### src/rtl/tx_fifo_burst_arbiter.sv
// rtl/tx_fifo_burst_arbiter.sv - round-robin burst arbiter draining N_CH show-ahead TX FIFOs into one stream
// One grant moves up to BURST_LEN words from one channel; a mid-burst underrun of STALL_TO cycles truncates it.
module tx_fifo_burst_arbiter #(
  parameter int N_CH      = 4,
  parameter int DATA_W    = 32,
  parameter int BURST_LEN = 16,
  parameter int STALL_TO  = 8,
  parameter int CH_W      = $clog2(N_CH)
) (
  input  logic                   clk,
  input  logic                   rst,
  input  logic                   arb_en,
  input  logic [N_CH*DATA_W-1:0] ch_rd_data,
  input  logic [N_CH-1:0]        ch_rd_vld,
  output logic [N_CH-1:0]        ch_rd_en,
  output logic [DATA_W-1:0]      out_data,
  output logic                   out_vld,
  input  logic                   out_rdy,
  output logic [CH_W-1:0]        out_ch,
  output logic                   out_sof,
  output logic                   out_eof,
  output logic                   trunc,
  output logic                   busy
);

  localparam int BC_W = $clog2(BURST_LEN);
  localparam int SC_W = $clog2(STALL_TO + 1);
  localparam logic [BC_W-1:0] BEAT_LAST  = BC_W'(BURST_LEN - 1);
  localparam logic [SC_W-1:0] STALL_LAST = SC_W'(STALL_TO - 1);
  localparam logic [CH_W-1:0] CH_LAST    = CH_W'(N_CH - 1);

  typedef enum logic {ARB, XFER} state_t;

  state_t          state_q, state_d;
  logic [CH_W-1:0] gnt_q, gnt_d;
  logic [CH_W-1:0] last_q, last_d;
  logic [BC_W-1:0] beat_cnt_q, beat_cnt_d;
  logic [SC_W-1:0] stall_cnt_q, stall_cnt_d;

  logic [DATA_W-1:0] ch_word [N_CH];
  logic [CH_W-1:0]   rr_idx;
  logic [CH_W-1:0]   pick;
  logic              pick_vld;
  logic              gnt_vld;
  logic              beat;

  for (genvar g = 0; g < N_CH; g++) begin : g_word
    assign ch_word[g] = ch_rd_data[g*DATA_W +: DATA_W];
  end

  // Scan downward so the last hit is the nearest requester after last_q.
  always_comb begin : rr_pick
    pick     = '0;
    pick_vld = 1'b0;
    rr_idx   = '0;
    for (int i = N_CH; i >= 1; i--) begin
      rr_idx = CH_W'((int'(last_q) + i) % N_CH);
      if (ch_rd_vld[rr_idx]) begin
        pick     = rr_idx;
        pick_vld = 1'b1;
      end
    end
  end

  always_comb begin : datapath
    busy     = (state_q == XFER);
    gnt_vld  = ch_rd_vld[gnt_q];
    out_vld  = busy & gnt_vld;
    beat     = out_vld & out_rdy;
    out_data = busy ? ch_word[gnt_q] : '0;
    out_ch   = busy ? gnt_q : '0;
    out_sof  = out_vld & (beat_cnt_q == '0);
    out_eof  = out_vld & (beat_cnt_q == BEAT_LAST);
    trunc    = busy & ~gnt_vld & (stall_cnt_q == STALL_LAST);
    ch_rd_en = '0;
    if (beat) begin
      ch_rd_en[gnt_q] = 1'b1;
    end
  end

  always_comb begin : next_state
    state_d     = state_q;
    gnt_d       = gnt_q;
    last_d      = last_q;
    beat_cnt_d  = beat_cnt_q;
    stall_cnt_d = stall_cnt_q;
    case (state_q)
      ARB: begin
        if (arb_en && pick_vld) begin
          state_d     = XFER;
          gnt_d       = pick;
          last_d      = pick;
          beat_cnt_d  = '0;
          stall_cnt_d = '0;
        end
      end
      XFER: begin
        if (beat) begin
          beat_cnt_d = beat_cnt_q + 1'b1;
        end
        // Back-pressure keeps gnt_vld high, so only a FIFO underrun counts as a stall.
        if (gnt_vld) begin
          stall_cnt_d = '0;
        end else begin
          stall_cnt_d = stall_cnt_q + 1'b1;
        end
        if ((beat && (beat_cnt_q == BEAT_LAST)) || trunc) begin
          state_d = ARB;
        end
      end
      default: state_d = ARB;
    endcase
  end

  always_ff @(posedge clk or posedge rst) begin
    if (rst) begin
      state_q     <= ARB;
      gnt_q       <= '0;
      last_q      <= CH_LAST;
      beat_cnt_q  <= '0;
      stall_cnt_q <= '0;
    end else begin
      state_q     <= state_d;
      gnt_q       <= gnt_d;
      last_q      <= last_d;
      beat_cnt_q  <= beat_cnt_d;
      stall_cnt_q <= stall_cnt_d;
    end
  end

endmodule

### config.mk
export PLATFORM = sky130hd
export DESIGN_NAME = tx_fifo_burst_arbiter
export DESIGN_NICKNAME = d
export VERILOG_FILES = /design/src/rtl/tx_fifo_burst_arbiter.sv
export SDC_FILE = /design/constraint.sdc
export NUM_CORES = 1
export LEC_CHECK = 0
export ABC_AREA = 1
export CAP_MARGIN = 30
export CORE_MARGIN = 5
export CORE_UTILIZATION = 28
export CTS_BUF_LIST = sky130_fd_sc_hd__clkbuf_16
export CTS_CLUSTER_DIAMETER = 40
export DETAILED_ROUTE_END_ITERATION = 10
export PLACE_DENSITY_LB_ADDON = 0.12
export SLEW_MARGIN = 20
export SYNTH_ARGS = -nofsm -noshare
export SYNTH_HDL_FRONTEND = slang
export SYNTH_SLANG_ARGS = --single-unit
### constraint.sdc
create_clock -name clk -period 1.4 [get_ports clk]
set_input_delay 0.28 -clock clk [delete_from_list [all_inputs] [get_ports clk]]
set_output_delay 0.28 -clock clk [all_outputs]
set_load 0.005 [all_outputs]
==> flow_summary.yaml, run 1 <==
pwr:
  internal_power_mw: 5.269
  pwr-share-seq_pct: 7.7
  comb_power_share_pct: 86.9
  ir_drop_mv: 1.221
  pwr-share-clk_pct: 5.4
  p_leak_nw: 2.067
  pwr_density_cell_nw_per_um2: 2026
  power_switching_mw: 4.535
  switching_share_pct: 46.26
logic_synthesis:
  synthesis.nets: 438
  syn_area_um2: 1864
  avgSynthCellArea_um2: 6.235
  ys_seq_area_share_pct: 17.58
  yosysUniqueCellTypes: 28
  ys_ff_latch: 13
  syn_inst: 299
  yosys_warnings: 0
finish:
  layout-drive-gt1-share_pct: 42.99
  syn2layout_area_growth_pct: 159.5
  n_fill_cell: 459
  finalNetCount: 682
  antennaDiodeCount: 0
  design_area_um2: 4838
clocking:
  tritoncts: "built"
  h-tree-depth: 1
  cts.clk_slew.worst_paths_ns: 0.04
  cts_buffers: 3
  clk_path_buf_depth: 2
  cts_num_sinks: 13
  cts-root-buf: "clkbuf_16"
  clk_latency_ns: 0.24
global_route:
  antenna_found_initial: 0
  grt.overflow.total: 0
  grt_pass1_vias: 3244
  grt_max_degree: 33
  grt_pass1_wl_um: 18310
  track_usage_pct: 27.36
detailed_routing:
  dr.pass1.iters: 5
  via_per_inst: 5.543
  wl_per_cell_um: 20.59
  drc: 0
  ant_nets: 0
  via_count: 3431
  drtIter0Drc: 230
  wl_um: 12750
timing:
  setup_viol: 55
  finalClockSkew_ns: 0.004911
  finalCritPeriodShare_pct: 145.2
  worst_pin_slew_ns: 0.2921
  relSlewSlack_pct: 80.53
  post-route-min-period_ns: 2.033
  setup_ws_ns: -0.6330
  hold_ws_ns: 0.2551
  fmax_mhz: 491.9
  final-hold-violation-count: 0
  slew_violations: 0
  rsz0062_at_grt: "true"
die:
  die_w_um: 91.60
  initial_core_util_pct: 29.03
  die-area_um2: 8390
  num_io_pins: 179
  core_area_um2: 6422
  rows: 29
  dieHeight_um: 91.60
critical_path:
  required_ns: 1.12
  critPathArrivalTime_ns: 1.75
  cp-end-kind: "primary output"
  start_kind: "flop"
  cp_max_fo: 4
  critical_path_class: "reg2out"
place:
  place_area_um2: 4078
  port_buffers: 178
  dp_slack_ns: -0.8582
  place_congestion: 0.9192
  hpwl_um: 8286
run_status:
  status: "finished, violations left"
  violations: "negative setup slack"
flow_run:
  drv_cap: 0
hold_path:
  worstHoldPathType: "in2async"
-- layout make-up --
cell class	instances	area, µm²	area share [%]
sequential	13	329.1	6.801
inverter	24	100.1	2.069
clock inverter	1	3.754	0.07758
multi-input combinational	235	1723	35.61
timing repair buffer	266	2511	51.90
clock buffer	3	75.07	1.552
tap	77	96.34	1.991
-- layout by cell type, fill, tap and decap left out, types with 10 or more instances in the layout --
| master | count |
|---|---|
| nand2_4 | 11 |
| a22oi_2 | 23 |
| nand2_1 | 21 |
| clkdlybuf4s50_1 | 135 |
| inv_2 | 11 |
| buf_4 | 52 |
| a31oi_1 | 32 |
| buf_2 | 39 |
| nand3_1 | 72 |
| a22oi_1 | 10 |
| nand2_2 | 21 |
| dfrtp_1 | 10 |
| inv_1 | 12 |
| buf_6 | 23 |
| nand3_2 | 10 |
-- worst max-delay path, stage by stage (launching register included) --
cell,delay (ns)
dfrtp_1,0.40
buf_6,0.15
nor2_4,0.12
buf_6,0.12
a22oi_2,0.07
nand2_2,0.10
buf_6,0.11
nand2_4,0.05
nor4_2,0.25
buf_2,0.16
-- power by group through the flow --
stage	Combinational (mW)	Clock (mW)	Sequential, mW
2_1_floorplan	2.94	0	0.689
3_3_place_gp	6.20	0	0.721
3_5_place_dp	6.31	0	0.728
4_1_cts	7.65	0.533	0.732
5_1_grt	9.06	0.560	0.785
6_report	8.52	0.526	0.755
-- worst paths after layout --
kind	cells past startpoint	to	slack [ns]	from
max	9	out_sof	-0.63	gnt_q[0]$_DFFE_PP0P_
min	2	stall_cnt_q[3]$_DFFE_PP0P_	0.26	rst
max reg2reg	13	busy$_DFF_PP0_	-0.43	gnt_q[0]$_DFFE_PP0P_
min reg2reg	2	last_q[1]$_DFFE_PP1P_	0.54	last_q[1]$_DFFE_PP1P_
max in group asynchronous	3	last_q[0]$_DFFE_PP1P_	0.67	rst
min in group clk	2	last_q[1]$_DFFE_PP1P_	0.54	last_q[1]$_DFFE_PP1P_
-- flip-flops by register name, summed over array words and instances (netlist names) --
| register | flops |
|---|---|
| stall_cnt_q | 4 |
| gnt_q | 2 |
| last_q | 2 |
| beat_cnt_q | 4 |
| busy | 1 |
-- through the flow --
| step | util (%) | power [mW] | setup TNS, ns | cells |
|---|---|---|---|---|
| after global placement | 63.49 | 6.925 | -30.06 | 579 |
| after floorplan | - | 3.625 | -0.01808 | 299 |
| after CTS | 71.30 | 8.919 | -23.44 | 611 |
| after detailed placement | 63.49 | 7.038 | -31.07 | 579 |
| after global routing | 75.34 | 10.40 | -27.85 | 619 |
| final | 75.34 | 9.804 | -23.21 | 619 |
-- layer usage --
metal | GRT usage, % | wire (µm) | vias to the layer above
met2 | 51.25 | 6780 | 184
met1 | 32.14 | 4726 | 1636
met5 | 0 | 0 | -
li1 | - | - | 1584
met3 | 4.215 | 936 | 27
met4 | 6.910 | 301 | 0
-- cell families after synthesis --
| group | share of synthesized area (%) |
|---|---|
| adder cells (fa/ha/maj) | 2.014 |
| AO/OA/AOI/OAI | 27.99 |
| buffers and inverters | 12.42 |
| AND/OR/NAND/NOR | 38.12 |
| flip-flops | 17.58 |
| XOR/XNOR | 1.880 |
-- cells in the mapped netlist, drive strengths merged --
cell    number  area share, %
inv         24            4.8
buf         18            5.8
ha           3            2.0
clkbuf       9            1.8
o21ai       10            2.7
a21oi        1           0.27
nor4         1           0.34
nor3         1           0.27
a22oi       33             13
nor2        10            2.4
nand3b       1           0.40
dfstp        2            2.8
a31oi       32             11
dfrtp       11             15
xnor2        2           0.94
nand3       84             23
o22ai        2            1.0
nand2       53             11
xor2         2           0.94
-- what timing repair did --
| item | CTS | global route |
|---|---|---|
| gates cloned | 4 | 1 |
| buffers inserted | 26 | 11 |
| hold endpoints to repair | 0 | 0 |
| pin swaps | 23 | 29 |
| setup endpoints to repair | 56 | 56 |
| hold buffers | 0 | 0 |
| resized for setup | 249 | 62 |
Note: power is estimated with default switching activity, not from simulation.
==> inputs of run 2 (changes only) <==
--- a/config.mk
+++ b/config.mk
@@ -8,9 +8,8 @@
 export ABC_AREA = 1
 export CAP_MARGIN = 30
 export CORE_MARGIN = 5
-export CORE_UTILIZATION = 28
+export CORE_UTILIZATION = 31
 export CTS_BUF_LIST = sky130_fd_sc_hd__clkbuf_16
-export CTS_CLUSTER_DIAMETER = 40
 export DETAILED_ROUTE_END_ITERATION = 10
 export PLACE_DENSITY_LB_ADDON = 0.12
 export SLEW_MARGIN = 20
==> constraint.sdc (replaced) <==
create_clock -name clk -period 2 [get_ports clk]
set_input_delay 0.4 -clock clk [delete_from_list [all_inputs] [get_ports clk]]
set_output_delay 0.4 -clock clk [all_outputs]
set_load 0.005 [all_outputs]
==> flow_summary.yaml, run 2 (synthesis gave the netlist of run 1 again) <==
run_status:
  status: "finished, violations left"
  violations: "negative setup slack"
critical_path:
  cp_max_fo: 4
  critical_path_class: "reg2out"
  start_kind: "flop"
  slowest_delay_ns: 0.37
  path_cells: "buf_6, nor2_4, buf_4, a22oi_2, nand2_2, nand2_2, inv_1, dlygate4sd2_1"
  critPathArrivalTime_ns: 1.65
  cp_top_family: "buffers and inverters"
  cp-end-kind: "primary output"
  crit_top_cell: "nand2_2"
  critPathBufInv: 4
  required_ns: 1.60
  cp_slowest_cell: "dfrtp_1"
finish:
  final_cell_mix: "clkdlybuf4s50_1 (136), nand3_1 (82), nand2_1 (46)"
  top_regs: "beat_cnt_q: 4 flops, stall_cnt_q: 4 flops"
  syn2layout_area_growth_pct: 122.2
  finalNetCount: 639
  stdcell_count: 574
  layout-drive-gt1-share_pct: 23.45
  n_fill_cell: 501
  antennaDiodeCount: 0
  layout_commonest_cell: "clkdlybuf4s50_1"
timing:
  setup_viol: 19
  slew_violations: 0
  fmax_mhz: 488.7
  rsz0062_at_grt: "true"
  final-hold-violation-count: 0
  worst_pin_slew_ns: 0.5185
  finalClockSkew_ns: 0.002370
  finalCritPeriodShare_pct: 102.3
  relSlewSlack_pct: 65.40
  setup_ws_ns: -0.04631
  post-route-min-period_ns: 2.046
clocking:
  cts-root-buf: "clkbuf_16"
  cts_buffers: 3
  clk_path_buf_depth: 2
  clk_latency_ns: 0.24
  postCtsHoldBufs: 0
  cts.clk_slew.worst_paths_ns: 0.04
  cts_num_sinks: 13
  tritoncts: "built"
  h-tree-depth: 1
die:
  dieHeight_um: 87.55
  core_area_um2: 5886
  initial_core_util_pct: 31.68
  num_io_pins: 179
  die-area_um2: 7665
  die_w_um: 87.55
  rows: 28
global_route:
  grt.overflow.total: 0
  track_usage_pct: 25.70
  grt_pass1_vias: 2924
  grt_max_degree: 34
  antenna_found_initial: 0
  grt_pass1_wl_um: 15570
detailed_routing:
  via_per_inst: 5.446
  via_count: 3126
  ant_nets: 0
  drc: 0
  drtIter0Drc: 114
  wl_per_cell_um: 19.38
  wl_um: 11120
  dr.pass1.iters: 5
place:
  port_buffers: 178
  place_congestion: 0.8966
  dp.cells: 555
  hpwl_um: 8014
pwr:
  ir_drop_mv: 0.9688
  pwr_density_cell_nw_per_um2: 1312
  p_leak_nw: 1.747
  p_total_mw: 5.434
hold_path:
  worstHoldPathType: "in2async"
flow_run:
  drv_cap: 0
-- run 2: changes by cell type in the layout (fill, tap and decap cells not counted), moves of 14 or more --
| cell | change |
|---|---|
| buf_2 | -18 |
| nand2_2 | -14 |
| buf_4 | -19 |
| nand2_1 | +25 |
| a22oi_2 | -14 |
| a22oi_1 | +14 |
| buf_6 | -20 |
-- run 2: metrics by stage --
stage	TNS, ns	utilization, %	hold slack, ns	instance area [µm²]	setup WS (ns)
after floorplan	0	-	0.2755	1864	0.4309
after global placement	-6.287	66.05	0.4970	3887	-0.5107
after detailed placement	-6.910	66.05	0.5095	3887	-0.5515
after CTS	-0.5711	68.71	0.5052	4044	-0.05953
after global routing	-3.120	70.39	0.5413	4143	-0.1570
final	-0.3913	70.39	0.4943	4143	-0.04631
-- run 2: power breakdown --
part	internal [mW]	switching, mW
combinational	2.29	2.21
sequential	0.389	0.176
clock	0.263	0.108
total	2.94	2.49
-- run 2: final cells by class --
cell class	count	area, µm²	share of cell area (%)
well taps	75	93.84	2.265
clock buffers	3	75.07	1.812
repair buffers	223	2158	52.10
multi-input cells	235	1390	33.55
inverters	24	92.59	2.235
flip-flops and latches	13	329.1	7.943
clock inverters	1	3.754	0.09061
-- run 2: final timing paths --
| kind | startpoint | slack (ns) | to | cells past startpoint |
|---|---|---|---|---|
| hold / removal | rst | 0.49 | stall_cnt_q[3]$_DFFE_PP0P_ | 2 |
| min in group clk | last_q[1]$_DFFE_PP1P_ | 0.52 | last_q[1]$_DFFE_PP1P_ | 2 |
| hold reg to reg | last_q[1]$_DFFE_PP1P_ | 0.52 | last_q[1]$_DFFE_PP1P_ | 2 |
| setup / recovery | gnt_q[0]$_DFFE_PP0P_ | -0.05 | out_vld | 8 |
| max in group asynchronous | rst | 1.13 | gnt_q[1]$_DFFE_PP0P_ | 2 |
| setup reg to reg | last_q[0]$_DFFE_PP1P_ | 0.21 | gnt_q[0]$_DFFE_PP0P_ | 11 |
-- run 2: repair_timing --
action | 4_1_cts | 5_1_grt
pin swaps | 4 | 3
setup endpoints to repair | 41 | 42
gates cloned | 2 | 2
gates resized for setup | 141 | 22
buffers inserted | 5 | 6
-- run 2: per-layer routing --
| metal | global-route usage (%) | vias up | part of all wire [%] |
|---|---|---|---|
| li1 | - | 1491 | - |
| met1 | 31.50 | 1471 | 39 |
| met2 | 46.30 | 144 | 51 |
| met3 | 4.610 | 20 | 8.7 |
| met4 | 6.276 | 0 | 1.8 |
| met5 | 0 | - | 0 |
==> inputs of run 3 (changes only) <==
--- a/config.mk
+++ b/config.mk
@@ -16,3 +16,4 @@
 export SYNTH_ARGS = -nofsm -noshare
 export SYNTH_HDL_FRONTEND = slang
 export SYNTH_SLANG_ARGS = --single-unit
+export TNS_END_PERCENT = 50
==> flow_summary.yaml, run 3 (synthesis gave the netlist of run 1 again) <==
pwr:
  pwr_density_cell_nw_per_um2: 1291
  p_leak_nw: 1.709
  p_total_mw: 5.235
  ir_drop_mv: 0.9680
die:
  num_io_pins: 179
  initial_core_util_pct: 31.68
  core_area_um2: 5886
  rows: 28
  die_w_um: 87.55
  dieHeight_um: 87.55
  die-area_um2: 7665
critical_path:
  critPathBufInv: 4
  rr_worst_depth: 11
  cp_max_fo: 8
  critical_path_class: "reg2out"
  start_kind: "flop"
  required_ns: 1.60
  startpoint: "gnt_q[0]$_DFFE_PP0P_"
  r2r_setup_slack_ns: 0.21
  reg2reg_to: "gnt_q[0]$_DFFE_PP0P_"
  critPathArrivalTime_ns: 1.66
  cp_slowest_cell: "dfrtp_1"
  cp.depth: 7
  cp-end-kind: "primary output"
  slowest_delay_ns: 0.37
  crit_end: "out_data[6]"
  r2r_start: "last_q[0]$_DFFE_PP1P_"
  path_cells: "buf_6, nor2_4, buf_4, buf_12, a22oi_1, a31oi_1, dlygate4sd2_1"
  cp_top_family: "buffers and inverters"
timing:
  relSlewSlack_pct: 65.27
  slew_violations: 0
  finalCritPeriodShare_pct: 103.1
  finalClockSkew_ns: 0.002276
  setup_viol: 19
  final-hold-violation-count: 0
  post-route-min-period_ns: 2.062
  setup_ws_ns: -0.06226
  fmax_mhz: 484.9
  worst_pin_slew_ns: 0.5204
  rsz0062_at_grt: "true"
clocking:
  cts-root-buf: "clkbuf_16"
  clk_path_buf_depth: 2
  cts_num_sinks: 13
  cts.clk_slew.worst_paths_ns: 0.04
  clk_latency_ns: 0.24
  cts_buffers: 3
  tritoncts: "built"
  h-tree-depth: 1
detailed_routing:
  drtIter0Drc: 120
  via_count: 3035
  dr.pass1.iters: 5
  wl_per_cell_um: 18.89
  wl_um: 10750
  drc: 0
  ant_nets: 0
  via_per_inst: 5.334
finish:
  antennaDiodeCount: 0
  syn2layout_area_growth_pct: 117.5
  layout-drive-gt1-share_pct: 21.26
  design_area_um2: 4055
  final_cell_mix: "clkdlybuf4s50_1 (136), nand3_1 (82), nand2_1 (46)"
  finalNetCount: 634
  top_regs: "beat_cnt_q: 4 flops, stall_cnt_q: 4 flops"
  layout_commonest_cell: "clkdlybuf4s50_1"
run_status:
  violations: "negative setup slack"
  status: "finished, violations left"
hold_path:
  worstHoldPathType: "in2async"
flow_run:
  drv_cap: 0
place:
  place_area_um2: 3887
  hpwl_um: 8014
  place_congestion: 0.8966
  port_buffers: 178
global_route:
  grt_max_degree: 34
  grt_pass1_wl_um: 15300
  track_usage_pct: 25.16
  grt.overflow.total: 0
  antenna_found_initial: 0
  grt_pass1_vias: 2870
-- run 3: cell count changes in the layout (fill, tap and decap cells not counted), moves of 3 or more --
cell           change
a22oi_1            +4
buf_4              -3
dlygate4sd2_1      +3
buf_2              -3
a22oi_2            -4
-- run 3: repair_timing --
item / 4_1_cts / 5_1_grt
hold buffers: 0 / 0
resized for setup: 131 / 18
setup endpoints to repair: 41 / 42
pin swaps: 4 / 2
gates cloned: 1 / 2
buffers inserted: 5 / 2
-- run 3: area by class of cell --
| cell class | instances | area [µm²] |
|---|---|---|
| well taps | 75 | 93.84 |
| inverters | 24 | 92.59 |
| fillers | 511 | 1831 |
| clock inverters | 1 | 3.754 |
| clock buffers | 3 | 75.07 |
| multi-input cells | 235 | 1370 |
| flip-flops and latches | 13 | 329.1 |
| repair buffers | 218 | 2091 |
-- run 3: how the worst min path moves through the flow --
stage,start,to,slack [ns],depth (start not counted)
2_1_floorplan,rst,beat_cnt_q[0]$_DFFE_PP0P_,0.28,1
3_3_place_gp,last_q[1]$_DFFE_PP1P_,last_q[1]$_DFFE_PP1P_,0.50,2
3_5_place_dp,last_q[1]$_DFFE_PP1P_,last_q[1]$_DFFE_PP1P_,0.51,2
4_1_cts,rst,stall_cnt_q[3]$_DFFE_PP0P_,0.51,2
5_1_grt,last_q[1]$_DFFE_PP1P_,last_q[1]$_DFFE_PP1P_,0.54,2
6_report,rst,stall_cnt_q[3]$_DFFE_PP0P_,0.49,2
-- run 3: per-layer routing --
metal	GRT usage, %	routed length, µm
met3	4.421	811
met5	0	0
met2	44.79	5470
met1	31.16	4273
met4	6.555	192
-- run 3: worst reg2reg max path, cell delays in order (launching register included) --
cell	delay, ns
dfstp_2	0.68
inv_1	0.18
nand2_1	0.09
nand2_1	0.08
nor2_1	0.15
nand2_2	0.10
nand3_4	0.13
inv_2	0.05
nand2_1	0.06
inv_1	0.04
nand2_1	0.07
nand2_1	0.05
-- run 3: power breakdown --
| group | total (mW) | leakage (nW) | internal (mW) | switching [mW] |
|---|---|---|---|---|
| sequential | 0.563 | 0.159 | 0.389 | 0.173 |
| combinational | 4.30 | 1.51 | 2.15 | 2.15 |
| clock | 0.374 | 0.0423 | 0.264 | 0.110 |
| total | 5.24 | 1.71 | 2.80 | 2.43 |
-- run 3: per-stage QoR --
stage | hold WS [ns] | setup TNS [ns] | setup slack [ns] | utilization (%) | cells
global route | 0.5413 | -2.950 | -0.1539 | 68.90 | 569
global placement | 0.4970 | -6.287 | -0.5107 | 66.05 | 555
detailed placement | 0.5095 | -6.910 | -0.5515 | 66.05 | 555
floorplan | 0.2755 | 0 | 0.4309 | - | 299
CTS | 0.5052 | -0.6973 | -0.06559 | 67.81 | 565
finish | 0.4943 | -0.5573 | -0.06226 | 68.90 | 569
